[config.mk]
export PLATFORM = sky130hd
export DESIGN_NAME = async_arbiter_client
export DESIGN_NICKNAME = d
export VERILOG_FILES = /design/src/rtl/async_arbiter_client.sv
export SDC_FILE = /design/constraint.sdc
export NUM_CORES = 1
export LEC_CHECK = 0
export CORE_MARGIN = 8
export CORE_UTILIZATION = 60
export CTS_CLUSTER_DIAMETER = 150
export CTS_CLUSTER_SIZE = 28
export DETAILED_ROUTE_END_ITERATION = 10
export DONT_BUFFER_PORTS = 1
export PLACE_DENSITY_LB_ADDON = 0.25
export SLEW_MARGIN = 20
export SYNTH_ARGS = -nofsm -noshare
export SYNTH_HDL_FRONTEND = slang
export SYNTH_SLANG_ARGS = --single-unit
[constraint.sdc]
create_clock -name clk -period 4.15 [get_ports clk]
set_input_delay 0.415 -clock clk [delete_from_list [all_inputs] [get_ports clk]]
set_output_delay 0.415 -clock clk [all_outputs]
set_load 0.01 [all_outputs]
[src/rtl/async_arbiter_client.sv]
// async_arbiter_client: core-clock front end driving a 4-phase req/ack handshake on one arbiter leaf (release port is release_pulse)
module async_arbiter_client #(
    parameter int SYNC_STAGES = 2,
    parameter int HOLD_W      = 16,
    parameter int MAX_HOLD    = 0
) (
    input  logic              clk,
    input  logic              reset,
    input  logic              acquire,
    input  logic              release_pulse,
    output logic              granted,
    output logic              busy,
    output logic [HOLD_W-1:0] hold_cnt,
    output logic              overrun,
    output logic              req,
    input  logic              ack
);
    typedef enum logic [1:0] {IDLE, REQ, HELD, REL} state_t;
    state_t state, state_n;
    logic [SYNC_STAGES-1:0] sync;
    logic ack_s, pend, pend_n, rel_pend, rel_pend_n, over_q, over_n, hit, req_n;
    logic [HOLD_W-1:0] cnt_n;
    assign ack_s   = sync[SYNC_STAGES-1];
    assign busy    = (state != IDLE) || pend;
    assign req_n   = (state_n == REQ) || (state_n == HELD);
    assign hit     = (MAX_HOLD != 0) && (state == HELD) && (hold_cnt == HOLD_W'(MAX_HOLD));
    assign overrun = over_q | hit;
    assign cnt_n   = (state == REQ && state_n == HELD) ? '0 :
                     (state == HELD && hold_cnt != '1) ? hold_cnt + HOLD_W'(1) : hold_cnt;
    assign over_n  = (state == IDLE && state_n == REQ) ? 1'b0 : over_q | hit;
    // ack synchroniser: the only place the asynchronous ack is sampled
    always_ff @(posedge clk or posedge reset)
        if (reset)
            sync <= '0;
        else
            sync <= {sync[SYNC_STAGES-2:0], ack};
    // handshake sequencing and pending acquire/release bookkeeping
    always_comb begin
        state_n    = state;
        pend_n     = pend;
        rel_pend_n = rel_pend;
        case (state)
            IDLE:
                if (ack_s)
                    pend_n = pend | acquire;
                else if (pend | acquire) begin
                    state_n = REQ;
                    pend_n  = 1'b0;
                end
            REQ: begin
                rel_pend_n = rel_pend | release_pulse;
                if (ack_s)
                    state_n = rel_pend_n ? REL : HELD;
            end
            HELD:
                if (release_pulse)
                    state_n = REL;
            default:
                if (!ack_s) begin
                    state_n    = IDLE;
                    rel_pend_n = 1'b0;
                end
        endcase
    end
    // state plus registered req/granted so the leaf never sees a combinational glitch
    always_ff @(posedge clk or posedge reset)
        if (reset) begin
            state    <= IDLE;
            pend     <= 1'b0;
            rel_pend <= 1'b0;
            req      <= 1'b0;
            granted  <= 1'b0;
            hold_cnt <= '0;
            over_q   <= 1'b0;
        end else begin
            state    <= state_n;
            pend     <= pend_n;
            rel_pend <= rel_pend_n;
            req      <= req_n;
            granted  <= state_n == HELD;
            hold_cnt <= cnt_n;
            over_q   <= over_n;
        end
    // 4-phase rule: req rises only with ack_s low and never drops while REQ still waits for ack_s
    a_rise: assert property (@(posedge clk) disable iff (reset) !(!req && req_n && ack_s));
    a_fall: assert property (@(posedge clk) disable iff (reset) !(req && !req_n && state == REQ && !ack_s));
endmodule
==> qor.txt <==
Port Buffer Count - 0
Mapped Cells - 124
total of flip-flops plus latches after synthesis - 24
Period Utilization, post-route - 56.6%
buffer and inverter count on the worst path - 0
M1 WL - 1100 um
shortest period the worst path allows - 2.35 ns
Max Cap Viol - 0
YS warnings - 0
Max FO, Critical Path - 10
final std cells w/o fill - 151
Inserted Clock Buffers - 3
hold_buf cts - 0
clock insertion delay at the later pin of the skew report - 0.31 ns
Max VDD drop - 0.470 mV
clk sinks - 24
CP cell instances - nand2b_1, nand2_1, ha_1, nand2_1, nor2_1, nor2_1, a221o_1
placed insts - 147
gr usage total - 13.9%
initial core utilization - 63.1%
Final setup viols - 0
vias in the first global route - 871
crit start category - flop
post-synth net total - 131
synth unique cells - 36
Worst path slowest cell - dfrtp_1
Area Overhead vs Synth - 3.47%
CP endpoint kind - flop
f_max - 0.426 GHz
Worst slew margin - 43.3%
first-pass GRT wire length - 3970 um
Worst path top cell family by delay - simple AND/OR/NAND/NOR gates
RSZ-0062 raised after global routing - false
CTS tree - done
crit path DAT - 2.55 ns
Slew Viols, Final - 0
Netlist Area Pre-Place - 0.00122 sq mm
# DRC - 0
die footprint - 0.00374 sq mm
sequential share of the synthesized area - 49.0%
WL met2 - 1050 um
setup bufs post-CTS - 0
gr ovfl total - 0
fill count - 159
Placer Congestion - 0.862
antenna violations before repair - 0
drt first pass iters - 4
Post-synth EDFFs - 0
post-route ant nets - 0
cts repair resizes - 0
via/cell ratio - 5.73
Hold Fails Final Rpt - 0
clock skew - 0.00113 ns
Rows - 16
largest stage delay on the critical path - 0.49 ns
clk root buf - clkbuf_4
Worst Max-Slew Pin Slew - 0.850 ns
Synth Flop Type - dfrtp_1
Avg Cell Area, Syn - 9.88 sq um
H-tree levels - 1
critical path type - reg -> reg
HPWL after DPL - 1760 um
Max Root-Sink Buffers - 2
I/O pins - 25
Vias - 865
outcome - finished, final reports clean
most common cell after layout, fill and taps aside - dfrtp_1
fin nets - 132
setup TNS - 0 ns
highest routed layer - met4
cell leakage power - 0.604 nW
Die Wd - 61.2 um
Async SR Flop Fraction - 100%
initial drt markers - 29
share of cells above drive strength 1 - 8.87%
commonest non-fill, non-tap cells in the layout - 24 x dfrtp_1, 19 x nor2_1, 17 x nand2_1
power density over the cells - 653 mW/mm^2
DR WL met3 - 195 um
Hold/Removal Path Class - in -> reg
Core Area - 0.00194 sq mm
# diodes - 0
total power - 0.828 mW
largest net degree at the start of global routing - 25
routed length per instance - 15.7 um
Worst-path clk slew - 0.13 ns
Die Height - 61.2 um
Routed WL - 2370 um
Worst EP required - 4.35 ns
## registers in the layout, indices dropped and copies added, names as in the netlist
signal,count
rel_pend,1
hold_cnt,16
state,2
pend,1
req,1
sync,2
granted,1
## Yosys cell counts (all sizes together), types with 2 or more instances
cell | n | area share (%)
inv | 3 | 0.92
ha | 2 | 2.0
nand2b | 3 | 1.5
a22o | 2 | 1.4
mux2i | 5 | 4.1
a21oi | 4 | 1.9
buf | 3 | 1.9
nor3 | 3 | 2.1
o21ai | 2 | 0.82
nor2 | 19 | 5.8
and3 | 5 | 2.6
nand2 | 17 | 5.2
nand3 | 4 | 1.6
nand4 | 4 | 2.0
dfrtp | 24 | 49
xnor2 | 7 | 5.0
and4 | 2 | 1.8
## final cells by class
| cell class | instances | area (sq um) | share of cell area (%) |
|---|---|---|---|
| Multi-Input combinational cell | 93 | 586 | 46.2 |
| Tap cell | 27 | 33.8 | 2.67 |
| Clock buffer | 4 | 36.3 | 2.86 |
| Inverter | 3 | 11.3 | 0.888 |
| Sequential cell | 24 | 601 | 47.4 |
## cell families after synthesis
kind of cell | synth area share [%]
buffers and inverters | 3.17
DFF | 49.0
xor gates and xnor gates | 5.72
and+or+nand+nor | 25.6
adders and majority gates | 2.04
other | 0.306
muxes | 5.31
AOI/OAI and AO/OA | 8.79
## path summary, 6_finish.rpt
check	start	endpoint	slack, ns	cells past startpoint
min in group asynchronous	reset	state[0]$_DFF_PP0_	0.15	1
worst min register to register	sync[0]$_DFF_PP0_	sync[1]$_DFF_PP0_	0.37	0
max in group asynchronous	reset	hold_cnt[7]$_DFFE_PP0P_	3.48	1
worst min-delay path	ack	sync[0]$_DFF_PP0_	0.12	0
worst max register to register	state[0]$_DFF_PP0_	hold_cnt[11]$_DFFE_PP0P_	1.80	7
worst max-delay path	state[0]$_DFF_PP0_	hold_cnt[11]$_DFFE_PP0P_	1.80	7
## routing by layer
layer / vias up / track usage, %
li1: 431 / -
met1: 410 / 17.9
met2: 20 / 21.3
met3: 4 / 4.38
met4: 0 / 4.65
met5: - / 0
## power by group
part,switching (mW),internal [mW]
clock network,0.0674,0.0535
logic,0.133,0.0999
registers,0.155,0.319
## per-stage QoR
| step | hold slack [ns] | instance area (sq um) | util [%] | worst slack (ns) |
|---|---|---|---|---|
| floorplan | 0.331 | 1220 | - | 2.20 |
| global placement | 0.340 | 1230 | 63.4 | 1.96 |
| detailed placement | 0.350 | 1230 | 63.4 | 1.84 |
| CTS | 0.114 | 1270 | 65.3 | 1.81 |
| global route | 0.0909 | 1270 | 65.3 | 1.63 |
| finish | 0.118 | 1270 | 65.3 | 1.80 |
No activity file was read; power rests on OpenSTA's default activity.
